===== src/rtl/di_pkg.sv =====
// Shared definitions for the DI pulse-measurement channel: state encodings and default widths.
package di_pkg;

  typedef logic [1:0] state_t;

  localparam state_t S_INIT = 2'd0;
  localparam state_t S_LOW  = 2'd1;
  localparam state_t S_HIGH = 2'd2;
  localparam state_t S_SKIP = 2'd3;

  localparam int unsigned DI_CNT_W       = 16;
  localparam int unsigned DI_WID_W       = 24;
  localparam int unsigned DI_TIMEOUT_DEF = 5000000;

endpackage


===== src/rtl/di_edge_det.sv =====
// Edge detector for a clk-synchronous DI level: one delay register plus combinational strobes.
module di_edge_det (
  input  logic clk,
  input  logic rst,
  input  logic level,
  output logic rise_c,
  output logic fall_c
);

  logic level_d;

  always_ff @(posedge clk) begin
    if (rst) level_d <= 1'b0;
    else     level_d <= level;
  end

  assign rise_c = level & ~level_d;
  assign fall_c = ~level & level_d;

endmodule


===== src/rtl/di_pulse_meas.sv =====
// DI pulse measurement: rise/fall strobes, high-pulse width, pulse count with sticky wrap flag.
// Optional stuck-high detection is built only when DI_PULSE_TIMEOUT_EN is defined.
module di_pulse_meas
  import di_pkg::*;
#(
  parameter int unsigned CNT_W   = DI_CNT_W,
  parameter int unsigned WID_W   = DI_WID_W,
  parameter int unsigned TIMEOUT = DI_TIMEOUT_DEF
) (
  input  logic             clk,
  input  logic             rst,
  input  logic             in_i,
  input  logic             clr_i,
  output logic             rise_o,
  output logic             fall_o,
  output logic [WID_W-1:0] width_o,
  output logic             width_vld_o,
  output logic [CNT_W-1:0] pulse_cnt_o,
  output logic             ovf_o,
  output logic             timeout_o
);

  localparam logic [WID_W-1:0] WID_MAX = '1;

  state_t           state;
  state_t           state_nxt;
  logic             rise_c;
  logic             fall_c;
  logic             rise_nxt_c;
  logic             fall_nxt_c;
  logic             wvld_nxt_c;
  logic             start_c;
  logic             meas_c;
  logic [WID_W-1:0] wcnt;

  di_edge_det u_edge (
    .clk    (clk),
    .rst    (rst),
    .level  (in_i),
    .rise_c (rise_c),
    .fall_c (fall_c)
  );

  always_ff @(posedge clk) begin
    if (rst) state <= S_INIT;
    else     state <= state_nxt;
  end

  always_comb begin
    state_nxt = state;
    case (state)
      S_INIT:         state_nxt = in_i ? S_SKIP : S_LOW;
      S_LOW:          if (rise_c) state_nxt = S_HIGH;
      S_HIGH, S_SKIP: if (fall_c) state_nxt = S_LOW;
      default:        state_nxt = S_INIT;
    endcase
  end

  // INIT only captures the level; a fall out of SKIP has no known start, so no width.
  always_comb begin
    rise_nxt_c = 1'b0;
    fall_nxt_c = 1'b0;
    wvld_nxt_c = 1'b0;
    start_c    = 1'b0;
    meas_c     = 1'b0;
    case (state)
      S_LOW: begin
        rise_nxt_c = rise_c;
        start_c    = rise_c;
      end
      S_HIGH: begin
        fall_nxt_c = fall_c;
        wvld_nxt_c = fall_c;
        meas_c     = ~fall_c;
      end
      S_SKIP:  fall_nxt_c = fall_c;
      default: ;
    endcase
  end

  always_ff @(posedge clk) begin
    if (rst) begin
      rise_o      <= 1'b0;
      fall_o      <= 1'b0;
      width_vld_o <= 1'b0;
      width_o     <= '0;
      wcnt        <= '0;
      pulse_cnt_o <= '0;
      ovf_o       <= 1'b0;
    end else begin
      rise_o      <= rise_nxt_c;
      fall_o      <= fall_nxt_c;
      width_vld_o <= wvld_nxt_c;
      if (start_c)                        wcnt <= WID_W'(1);
      else if (meas_c && wcnt != WID_MAX) wcnt <= wcnt + WID_W'(1);
      if (wvld_nxt_c) width_o <= wcnt;
      // A clear coinciding with a rise leaves that rise counted.
      if (clr_i) begin
        pulse_cnt_o <= CNT_W'(rise_nxt_c);
        ovf_o       <= 1'b0;
      end else if (rise_nxt_c) begin
        pulse_cnt_o <= pulse_cnt_o + CNT_W'(1);
        if (&pulse_cnt_o) ovf_o <= 1'b1;
      end
    end
  end

`ifdef DI_PULSE_TIMEOUT_EN
  localparam int unsigned    TO_W   = (TIMEOUT > 0) ? $clog2(TIMEOUT + 1) : 1;
  localparam logic [TO_W-1:0] TO_LIM = TO_W'(TIMEOUT);

  logic            enter_c;
  logic            stuck_c;
  logic [TO_W-1:0] scnt;
  logic [TO_W-1:0] scnt_nxt;

  assign enter_c = start_c || (state == S_INIT && in_i);
  assign stuck_c = (state == S_HIGH || state == S_SKIP) && !fall_c;

  // Stuck-high counter mirrors the width count but saturates at the limit.
  always_comb begin
    scnt_nxt = scnt;
    if (enter_c)                        scnt_nxt = TO_W'(1);
    else if (stuck_c && scnt != TO_LIM) scnt_nxt = scnt + TO_W'(1);
    else if (fall_nxt_c)                scnt_nxt = '0;
  end

  always_ff @(posedge clk) begin
    if (rst) begin
      scnt      <= '0;
      timeout_o <= 1'b0;
    end else begin
      scnt <= scnt_nxt;
      if (fall_nxt_c)                                     timeout_o <= 1'b0;
      else if ((enter_c || stuck_c) && scnt_nxt == TO_LIM) timeout_o <= 1'b1;
    end
  end
`else
  // TIMEOUT is still referenced so both builds share one parameter set.
  assign timeout_o = 1'b0 & (TIMEOUT != 0);
`endif

endmodule


===== config.mk =====
export PLATFORM = sky130hd
export DESIGN_NAME = di_pulse_meas
export DESIGN_NICKNAME = d
export VERILOG_FILES = /design/src/rtl/di_pkg.sv /design/src/rtl/di_edge_det.sv /design/src/rtl/di_pulse_meas.sv
export SDC_FILE = /design/constraint.sdc
export NUM_CORES = 1
export LEC_CHECK = 0
export ABC_AREA = 0
export BUFFER_PORTS_ARGS = -buffer_cell sky130_fd_sc_hd__buf_2
export CORE_ASPECT_RATIO = 1.1
export CORE_MARGIN = 3
export CORE_UTILIZATION = 45
export CTS_CLUSTER_DIAMETER = 30
export DETAILED_ROUTE_END_ITERATION = 10
export GPL_TIMING_DRIVEN = 0
export PLACE_DENSITY = 0.67
export SYNTH_ARGS = -nofsm -noshare
export SYNTH_HDL_FRONTEND = slang
export SYNTH_HIERARCHICAL = 1
export SYNTH_SLANG_ARGS = --single-unit

===== constraint.sdc =====
create_clock -name clk -period 3.8 [get_ports clk]
set_input_delay 0.38 -clock clk [delete_from_list [all_inputs] [get_ports clk]]
set_output_delay 0.38 -clock clk [all_outputs]
set_load 0.02 [all_outputs]

==> impl_metrics.env <==
export IMPL_clk_latency_ns=0.34
export IMPL_fmax_mhz=512.7
export IMPL_num_vias=2683
export IMPL_setup_ws_ns=1.850
export IMPL_vdd_drop_max_mv=0.2853
export IMPL_worstMarginPinSlew_ns=0.7349
export IMPL_rsz0062_at_grt="false"
export IMPL_rows=31
export IMPL_tritoncts="built"
export IMPL_placed_cells_incl_taps=491
export IMPL_p_int_w=0.001175
export IMPL_critPathLaunchType="flop"
export IMPL_synth_main_ff_cell="dfxtp_1"
export IMPL_die_h_um=93.44
export IMPL_drtAntennaViolNets=0
export IMPL_cts_resized=0
export IMPL_grt_max_degree=12
export IMPL_status="finished clean"
export IMPL_static_leakage_power_nw=1.451
export IMPL_cts_htree_levels=3
export IMPL_cts_sinks=71
export IMPL_path_cells="buf_2 -> nor3b_2 -> nand2_2 -> a211oi_4 -> a21oi_1 -> a31o_1"
export IMPL_synth_top_area_share_pct=45.44
export IMPL_path_buf_inv=1
export IMPL_hpwl_um=5088
export IMPL_switching_power_w=0.0003140
export IMPL_switching_share_pct=21.09
export IMPL_slew_viol_final=0
export IMPL_synth_nets=368
export IMPL_antenna_found_initial=0
export IMPL_synth_area_leader_cell="dfxtp_1"
export IMPL_grt_overflow_total=0
export IMPL_gp_congestion=0.8231
export IMPL_postCtsSetupRepairBufs=0
export IMPL_drc=0
export IMPL_drive_gt1_share_pct=20.47
export IMPL_slew_limit_headroom_pct=50.83
export IMPL_fp_dieW_um=85.50
export IMPL_p_seq_share_pct=50.8
export IMPL_crit_path_top_delay_cell="a211oi_4"
export IMPL_yosysWarnings=6
export IMPL_drt_wirelength_per_cell_um=13.85
export IMPL_critPathTopFamily="compound AO/OA/AOI/OAI gates"
export IMPL_synth_cell_types=46
export IMPL_io_pins=49
export IMPL_layout_min_cycle_time_ns=1.950
export IMPL_crit_arrival_ns=2.18
export IMPL_root_buffer="clkbuf_8"
export IMPL_fin_cells=507
export IMPL_grt_usage_pct=18.64
export IMPL_setup_violations_final=0
export IMPL_syn_inst=362
export IMPL_area_delta_synth_final_pct=17.96
export IMPL_place_area_sq_um=3466
export IMPL_tns_ns=0
export IMPL_synthArstFlopShare_pct=0
export IMPL_portBuffers=47
export IMPL_cts_made_buffers=9
export IMPL_synth_seq_area_share_pct=45.44
export IMPL_avgViaCountPerCell=5.292
export IMPL_final_area_sq_um=3690
export IMPL_first_pass_iters=4
export IMPL_fin_nets=426
export IMPL_holdBufCountCts=0
export IMPL_first_iter_violations=126
export IMPL_power_frac_clock_pct=45.1
export IMPL_fin_skew_ns=0.006231
export IMPL_routed_wl_um=7021
export IMPL_grt_pass1_wl_um=11770
export IMPL_postSynthAreaPerCell_sq_um=8.641
export IMPL_diodes=0
export IMPL_drv_cap=0
export IMPL_worstPathRequired_ns=4.03
export IMPL_path_max_fanout=9
export IMPL_critical_path_class="reg -> reg"
export IMPL_pre_cts_ws_ns=1.694
export IMPL_holdWs_ns=0.2226
export IMPL_fin_crit_sh_pct=51.33
export IMPL_synth_edf_count=0
export IMPL_max_stage_delay_ns=0.42
export IMPL_clk_pin_slew_ns=0.07
export IMPL_start_util_pct=46.89
export IMPL_hp_class="in -> reg"
export IMPL_final_hold_viol_count=0
export IMPL_netlist_area_sq_um=3128
export IMPL_combPwrFrac_pct=4.2
export IMPL_ys_top_cells_by_area="dfxtp_1, nand2_1, a21oi_1"
export IMPL_ys_ff_latch=71
export IMPL_netlist_top_cells_count="dfxtp_1, nand2_1, nor2_1, a21oi_1, xnor2_1"
export IMPL_clockBufferDepth=2
export IMPL_grt_pass1_vias=2497
export IMPL_core_area_sq_um=6671
export IMPL_endpoint_kind="flop"
export IMPL_p_per_area_nw_per_um2=403.5
export IMPL_dieArea_sq_um=7989
[cell usage in the layout, fill, tap and decap left out, types with 7 or more instances in the layout]
master	count
buf_2	50
xnor2_1	16
and4_1	7
nand4_1	13
nor2_1	38
xor2_1	10
clkbuf_1	14
nand2_1	71
dfxtp_1	71
nand3_1	8
and3_1	8
clkbuf_8	11
or3_1	7
a21oi_1	37
[cells by family (layout without fill, tap and decap cells)]
| family | Yosys count | after routing | share of synthesized area (%) |
|---|---|---|---|
| adders and majority gates | 2 | 2 | 0.7999 |
| buffers and inverters | 24 | 87 | 4.439 |
| other | 1 | 1 | 0.1199 |
| xor gates and xnor gates | 26 | 26 | 7.280 |
| AOI/OAI and AO/OA | 55 | 55 | 11.40 |
| DFF | 71 | 71 | 45.44 |
| muxes | 4 | 4 | 1.280 |
| and+or+nand+nor | 179 | 179 | 29.24 |
[worst reg2reg max path, delay by kind of cell (launching register included)]
family	cells	cell delay [ns]
buffers and inverters	1	0.16
AOI/OAI and AO/OA	3	0.74
DFF	1	0.30
and+or+nand+nor	2	0.65
[final timing paths]
path,startpoint,slack (ns),depth (start not counted),to
max,state[0],1.85,6,wcnt[13]
min reg2reg,width_o[21],0.45,2,width_o[21]
max reg2reg,state[0],1.85,6,wcnt[13]
min,rst,0.22,2,u_edge/level_d
[per-layer routing]
layer / track usage (%) / up-vias / part of all wire (%)
li1: - / 1351 / -
met1: 22.19 / 1264 / 46
met2: 32.12 / 54 / 48
met3: 4.493 / 14 / 4.0
met4: 7.256 / 0 / 2.0
met5: 0 / - / 0
[state kept, by name, summed over array words and instances, names as in the netlist]
register,cells
fall_o,1
ovf_o,1
pulse_cnt_o,16
rise_o,1
state,2
u_edge/level_d,1
wcnt,24
width_o,24
width_vld_o,1
[area by class of cell]
cell class / count / area [sq um]
multi-input combinational: 267 / 1568
clock inverter: 3 / 65.06
timing repair buffer: 47 / 235.2
inverter: 1 / 3.754
tap: 82 / 102.6
fill: 633 / 2982
sequential: 71 / 1421
clock buffer: 13 / 158.9
buffer: 23 / 135.1
[power groups by stage]
stage | clock network (W) | registers, W | logic, W
finish | 0.000671 | 0.000756 | 0.0000621
global route | 0.000723 | 0.000756 | 0.0000704
CTS | 0.000689 | 0.000755 | 0.0000623
detailed placement | 0 | 0.000772 | 0.0000618
global placement | 0 | 0.000772 | 0.0000608
floorplan | 0 | 0.000773 | 0.0000430
[per-stage QoR]
step | power, W | utilization (%)
after CTS | 0.001506 | 55.31
after floorplan | 0.0008158 | -
after global placement | 0.0008330 | 51.95
after global routing | 0.001550 | 55.31
final | 0.001489 | 55.31
after detailed placement | 0.0008342 | 51.95
(Power assumes the default switching activity.)
